==> config.mk <==
export PLATFORM = sky130hd
export DESIGN_NAME = jk_counter_reg
export DESIGN_NICKNAME = d
export VERILOG_FILES = /design/src/rtl/jk_pkg.sv /design/src/rtl/jk_ff_cell.sv /design/src/rtl/jk_counter_reg.sv
export SDC_FILE = /design/constraint.sdc
export NUM_CORES = 1
export LEC_CHECK = 0
export ABC_CLOCK_PERIOD_IN_PS = 4250
export BUFFER_PORTS_ARGS = -buffer_cell sky130_fd_sc_hd__buf_2
export CAP_MARGIN = 20
export CORE_AREA = 2 2 39 41
export DETAILED_ROUTE_END_ITERATION = 16
export DIE_AREA = 0 0 41 43
export MAX_ROUTING_LAYER = met4
export PLACE_DENSITY_LB_ADDON = 0.2
export SYNTH_ARGS = -nofsm -noshare
export SYNTH_HDL_FRONTEND = slang
export SYNTH_SLANG_ARGS = --single-unit
export TNS_END_PERCENT = 20
==> constraint.sdc <==
create_clock -name clk -period 4.25 [get_ports clk]
set_clock_uncertainty 0.2 [all_clocks]
set_input_delay 0.85 -clock clk [delete_from_list [all_inputs] [get_ports clk]]
set_output_delay 0.85 -clock clk [all_outputs]
set_load 0.02 [all_outputs]
==> src/rtl/jk_pkg.sv <==
// Mode encoding shared by the JK counter/register bank and its cells.
// Pure constants; no logic, no latency, no flow control.
package jk_pkg;
  localparam logic [1:0] MODE_JK = 2'b00;
  localparam logic [1:0] MODE_UP = 2'b01;
  localparam logic [1:0] MODE_DN = 2'b10;
  localparam logic [1:0] MODE_LD = 2'b11;
endpackage

==> src/rtl/jk_ff_cell.sv <==
// Single JK flip-flop with synchronous reset to rst_val and a hold-enable.
// One-cycle latency from j/k to q; en=0 holds state, no other backpressure.
module jk_ff_cell (
  input  logic clk,
  input  logic rst,
  input  logic en,
  input  logic j,
  input  logic k,
  input  logic rst_val,
  output logic q,
  output logic qbar
);
  logic q_q;
  logic q_d;

  always_comb begin
    q_d = q_q;
    case ({j, k})
      2'b01:   q_d = 1'b0;
      2'b10:   q_d = 1'b1;
      2'b11:   q_d = ~q_q;
      default: q_d = q_q;
    endcase
  end

  always_ff @(posedge clk) begin
    if (rst) begin
      q_q <= rst_val;
    end else if (en) begin
      q_q <= q_d;
    end
  end

  // One state bit only, so qbar can never disagree with q.
  assign q    = q_q;
  assign qbar = ~q_q;
endmodule

==> src/rtl/jk_counter_reg.sv <==
// WIDTH JK cells steered as per-bit JK, up/down counter or parallel load.
// State updates one cycle after sampling; tc is combinational; en=0 holds all cells.
module jk_counter_reg
  import jk_pkg::*;
#(
  parameter int               WIDTH   = 4,
  parameter logic [WIDTH-1:0] RST_VAL = '0,
  parameter bit               WRAP    = 1'b1
) (
  input  logic             clk,
  input  logic             rst,
  input  logic             en,
  input  logic [1:0]       mode,
  input  logic [WIDTH-1:0] J,
  input  logic [WIDTH-1:0] K,
  input  logic [WIDTH-1:0] D,
  output logic [WIDTH-1:0] Q,
  output logic [WIDTH-1:0] Qbar,
  output logic             tc
);
  logic [WIDTH-1:0] all_ones;
  logic [WIDTH-1:0] all_zeros;
  logic [WIDTH-1:0] j_cell;
  logic [WIDTH-1:0] k_cell;
  logic             sat;

  // Bit i toggles when every lower bit is 1 (up) or 0 (down); bit 0 always toggles.
  assign all_ones[0]  = 1'b1;
  assign all_zeros[0] = 1'b1;
  for (genvar i = 1; i < WIDTH; i++) begin : g_chain
    assign all_ones[i]  = all_ones[i-1]  & Q[i-1];
    assign all_zeros[i] = all_zeros[i-1] & ~Q[i-1];
  end

  always_comb begin
    tc = 1'b0;
    case (mode)
      MODE_UP: tc = &Q;
      MODE_DN: tc = ~|Q;
      default: tc = 1'b0;
    endcase
  end

  assign sat = !WRAP && tc;

  always_comb begin
    j_cell = '0;
    k_cell = '0;
    case (mode)
      MODE_JK: begin
        j_cell = J;
        k_cell = K;
      end
      MODE_UP: begin
        if (!sat) begin
          j_cell = all_ones;
          k_cell = all_ones;
        end
      end
      MODE_DN: begin
        if (!sat) begin
          j_cell = all_zeros;
          k_cell = all_zeros;
        end
      end
      default: begin
        j_cell = D;
        k_cell = ~D;
      end
    endcase
  end

  for (genvar i = 0; i < WIDTH; i++) begin : g_cell
    jk_ff_cell u_cell (
      .clk     (clk),
      .rst     (rst),
      .en      (en),
      .j       (j_cell[i]),
      .k       (k_cell[i]),
      .rst_val (RST_VAL[i]),
      .q       (Q[i]),
      .qbar    (Qbar[i])
    );
  end
endmodule

* Word level (Yosys, flattened, before mapping) *
Cells that the tools add are included.

operators by class
  equal/unequal tests = 14
  bitwise gates (word level) = 9
  reduce and logical (&&, ||, !) cells = 12
  mux-type cells = 7

operators with widths
  operator                                                         count
  4-bit one-hot mux with 3 select lines                            2
  2-bit == test, second input constant                             9
  1-bit one-hot mux with 3 select lines                            4
  3-bit nonzero test                                               4
  2-bit by 1-bit == test with 1-bit output, second input constant  5
  2-bit AND reduction                                              4
  1-bit bitwise AND                                                4
  1-bit inverter                                                   4
  4-bit inverter                                                   1
  4-bit AND reduction                                              1
  4-bit OR reduction                                               1
  2-bit zero test                                                  1
  1-bit one-hot mux with 2 select lines                            1
  1-bit zero test                                                  1

storage, ports and cells
  output and inout bits = 9
  bits of input ports = 17
  register bits = 4

* Logic depth before layout (Yosys ltp) *
  depth in word-level cells = 7
  mapped depth = 6
  gate-level depth less buffers = 5

* By module *
From an unflattened synthesis, not the netlist that was laid out.

second synthesis, totals
  cells, all modules = 69
  area total of the unflattened synthesis = 526.8 sq um

modules (own cells, without submodules)
  module          instances  cells each  area each (sq um)  seq. area each (sq um)
  jk_ff_cell      4          7           67.6               30.0
  jk_counter_reg  1          41          256.5              0.0

* Least setup slack after synthesis *
No wires, ideal clock.

  kind = input-to-output
  from = input port mode[0]
  to = output port tc
  data arrival time = 1569 ps
  path buffers = 0
  cell stages on the path = 5
  data required time = 3200 ps
  path slack = 1631 ps
  path through = inv_1 > ha_1 > nand2b_4 > nor4_1 > o21a_1

on the way
  longest elaborated chain between the ends = 2

ends and longest elaborated chain
  item                                                                              RTL line              RTL
  from (decl)                                                                       jk_counter_reg.sv:13  input logic [1:0] mode,
  2-bit == test / 2-bit by 1-bit == test with 1-bit output (equally long branches)  jk_counter_reg.sv:37  case (mode)
  1-bit one-hot mux with 2 select lines *                                           jk_counter_reg.sv:37
  to (decl)                                                                         jk_counter_reg.sv:19  output logic tc

Every way passes the cells marked *; elsewhere a longest branch is shown, timed or not.

* Final worst setup path *
  from = input port mode[1]
  to = output port tc

The elaborated chain is that of the path after synthesis.

==> impl.org <==
** Outcome
- The run finished with clean final reports.

** STA
- Slack of the critical path :: 1.40 ns
- Post-Route Setup TNS :: 0 ns
- Based on the critical path, the design can be clocked at up to 351 MHz.
- Count of final max-slew check failures :: 0
- The final critical path takes up 67.0% of the cycle.
- The worst pin sits at a relative slew slack of 72.2%.
- Transition time at the pin with the least slew margin :: 0.412 ns
- Period minus WS final :: 2.85 ns
- Across all hold checks on the routed design, the worst slack comes to 0.411 ns.
- Final Hold Viols :: 0
- Finish-stage setup viols :: 0
- RSZ-0062 raised after global routing :: no

** Worst setup path
- Required time of the critical path :: 3.20 ns
- In this run the worst path has a maximum fanout of 3.
- Endpoint arrival time on the critical path :: 1.80 ns
- In this design, the critical path's most frequently occurring cell is buf_2.
- Counting both buffers and inverters, the worst setup path holds a total of 3.
- Type of destination of the critical path :: output pin
- The critical path in this run is classified as in -> out.
- CP cell instances :: buf_2, inv_1, ha_1, nand4_1, nor2_1, o21a_1, buf_2
- STA classifies the critical path startpoint as an input port.
- The kind of cell with the highest combined delay along the critical path is buffers and inverters.
- The largest single stage delay on the critical path is 0.18 ns.
- Critical-path top delay cell :: ha_1

** Synth
- The share of the Yosys chip area taken by registers is 15.2%.
- Synth async-reset ratio :: 0%
- Count of different cell masters after synthesis :: 32
- Syn. warnings :: 0
- The cell area that synthesis handed to floorplanning was 526 um2.
- The synthesized design contains 0 enable-type register cells.
- The number of nets handed over by synthesis was 86.
- For this run, the leading register cell type out of synthesis is dfxtp_1.
- Register bit total from synthesis :: 4
- After technology mapping, the gate count stands at 65.
- Averaged over all synthesized cells, the footprint is 8.08 um2.

** Global routing
- Entering global routing, the biggest net connects 13 pins.
- Global-route usage over all layers :: 15.2%
- The first global-routing pass estimated 1.73 mm of wire.
- Number of global-route vias before repair :: 432
- Initial antenna violation count :: 0
- Congestion Overflow GR :: 0

** Clock tree
- TritonCTS sink count :: 4
- The later pin in the worst-skew pair is clocked with a latency of 0.24 ns.
- In this run the number of H-tree levels came out at 1.
- Clk Tree Root Cell :: clkbuf_4
- Buffers added to address setup during post-CTS repair amount to 0.
- TritonCTS built the clock tree.
- Clock-pin slew was measured on the worst setup and hold paths at 0.04 ns.
- Quantity of gates resized following cts :: 0
- Max Root-Sink Buffers :: 2
- Cts bufs inserted :: 3
- The number of hold buffers added after CTS was 0.

** Layout
- The final layout contains 103 nets.
- Registers take 80.1 um2.
- The multi-input combinational cells in the finished layout cover a total of 319 um2.
- The count of cells in the finished layout, fillers not included, comes to 96.
- After filler insertion, the fill cell instance count of the layout stands at 156.
- Commonest non-fill, non-tap cell in the layout :: buf_2
- Of the cells placed in the final design, the portion with a size suffix greater than 1 is 40.0%.
- Commonest non-fill, non-tap cells in the layout :: 25 x buf_2, 6 x inv_1, 5 x nand2_1
- For this run, the share of the core covered by cells in the final layout is 42.6%.
- Flip-flop count of the largest register after layout :: 4
- Area added between synthesis and finish :: 12.1%
- The repair_antennas step left the layout with diodes totalling 0.

** Floorplan
- The core region is 1380 um2.
- The floorplan has 14 rows.
- The die is 43 um tall.
- Horizontal extent of the die :: 41 um
- Die footprint :: 1760 um2
- IO Count :: 26
- Starting density of the core :: 38.0%

** Routing
- After detailed routing, the average wire length per cell comes to 11.9 um.
- Vias :: 507
- Detail-routed via count per cell :: 5.28
- For this run, design rule violations remaining after detail routing come to 0.
- Number of iterations in the first detailed-routing pass :: 3
- WL final :: 1.14 mm
- Routed Antenna Nets :: 0
- Iteration-0 DRC count of the detailed router :: 4

** Pwr
- Standby leakage power :: 0.262 nW
- Cell Pwr Density :: 255 nW/um2
- Worst-case vdd ir drop :: 0.133 mV

** Place
- Input and output buffers added on the ports amount to 25.
- Counting tap cells, the placed design contains a total of 93 instances.
- Final GP Congestion :: 0.739
- Timing analysis after detailed placement gives a worst setup slack of 1.41 ns.
- Detailed placement ended at an HPWL of 837 um.

** Flow run
- Max-cap violations in this run came to 0.

** Hold path
- The min-delay analysis places its worst path in the category reg -> reg.
[worst register-to-register path: cells and delay by family, from the launching register on]
family           cells  cell delay [ns]
and+or+nand+nor      3             0.79
DFF                  1             0.40
[logic make-up after synthesis]
group / count (synthesis) / share of synthesized area (%)
AO/OA/AOI/OAI: 15 / 21.7
flip-flops: 4 / 15.2
adder cells (fa/ha/maj): 4 / 9.52
AND/OR/NAND/NOR: 23 / 29.5
buffers and inverters: 19 / 24.0
[cells in the mapped netlist, types with 2 or more instances]
cell | count | share of area [%]
dfxtp_1 | 4 | 15
nor4_1 | 3 | 3.6
a21oi_1 | 2 | 1.9
o21ai_0 | 2 | 1.9
a211oi_1 | 2 | 2.9
nand2_1 | 5 | 3.6
nand3b_1 | 4 | 5.7
and3_1 | 2 | 2.4
buf_4 | 9 | 13
ha_1 | 4 | 9.5
a31oi_1 | 2 | 2.4
inv_1 | 6 | 4.3
[cell type report]
cell class / count / share of cell area [%]
Tap cell: 16 / 3.40
Inverter: 6 / 3.82
Multi-Input combinational cell: 42 / 54.1
Sequential cell: 4 / 13.6
Clock buffer: 3 / 3.82
Timing Repair Buffer: 25 / 21.2
[per-layer routing]
layer | part of all wire (%) | global-route usage, %
met5 | 0 | -
met4 | 0.70 | 5.33
met3 | 8.9 | 9.42
met2 | 45 | 21.6
met1 | 45 | 17.0
[worst paths after layout]
path | startpoint | end | slack, ns | cells past startpoint
worst max register to register | g_cell[1].u_cell.q | g_cell[2].u_cell.q | 2.77 | 3
worst min-delay path | g_cell[0].u_cell.q | g_cell[0].u_cell.q | 0.41 | 2
worst min register to register | g_cell[0].u_cell.q | g_cell[0].u_cell.q | 0.41 | 2
worst max-delay path | mode[1] | tc | 1.40 | 7
[power breakdown]
| group | switching, W | internal, W |
|---|---|---|
| clock | 0.0000181 | 0.0000317 |
| combinational | 0.0000285 | 0.0000246 |
| sequential | 0.00000659 | 0.0000410 |
| total | 0.0000532 | 0.0000973 |
[through the flow]
step                cell area, um2  total power, W
detailed placement             567        0.000101
finish                         589        0.000150
floorplan                      526       0.0000944
global route                   589        0.000163
global placement               567        0.000101
CTS                            589        0.000152
(Power assumes the default switching activity.)
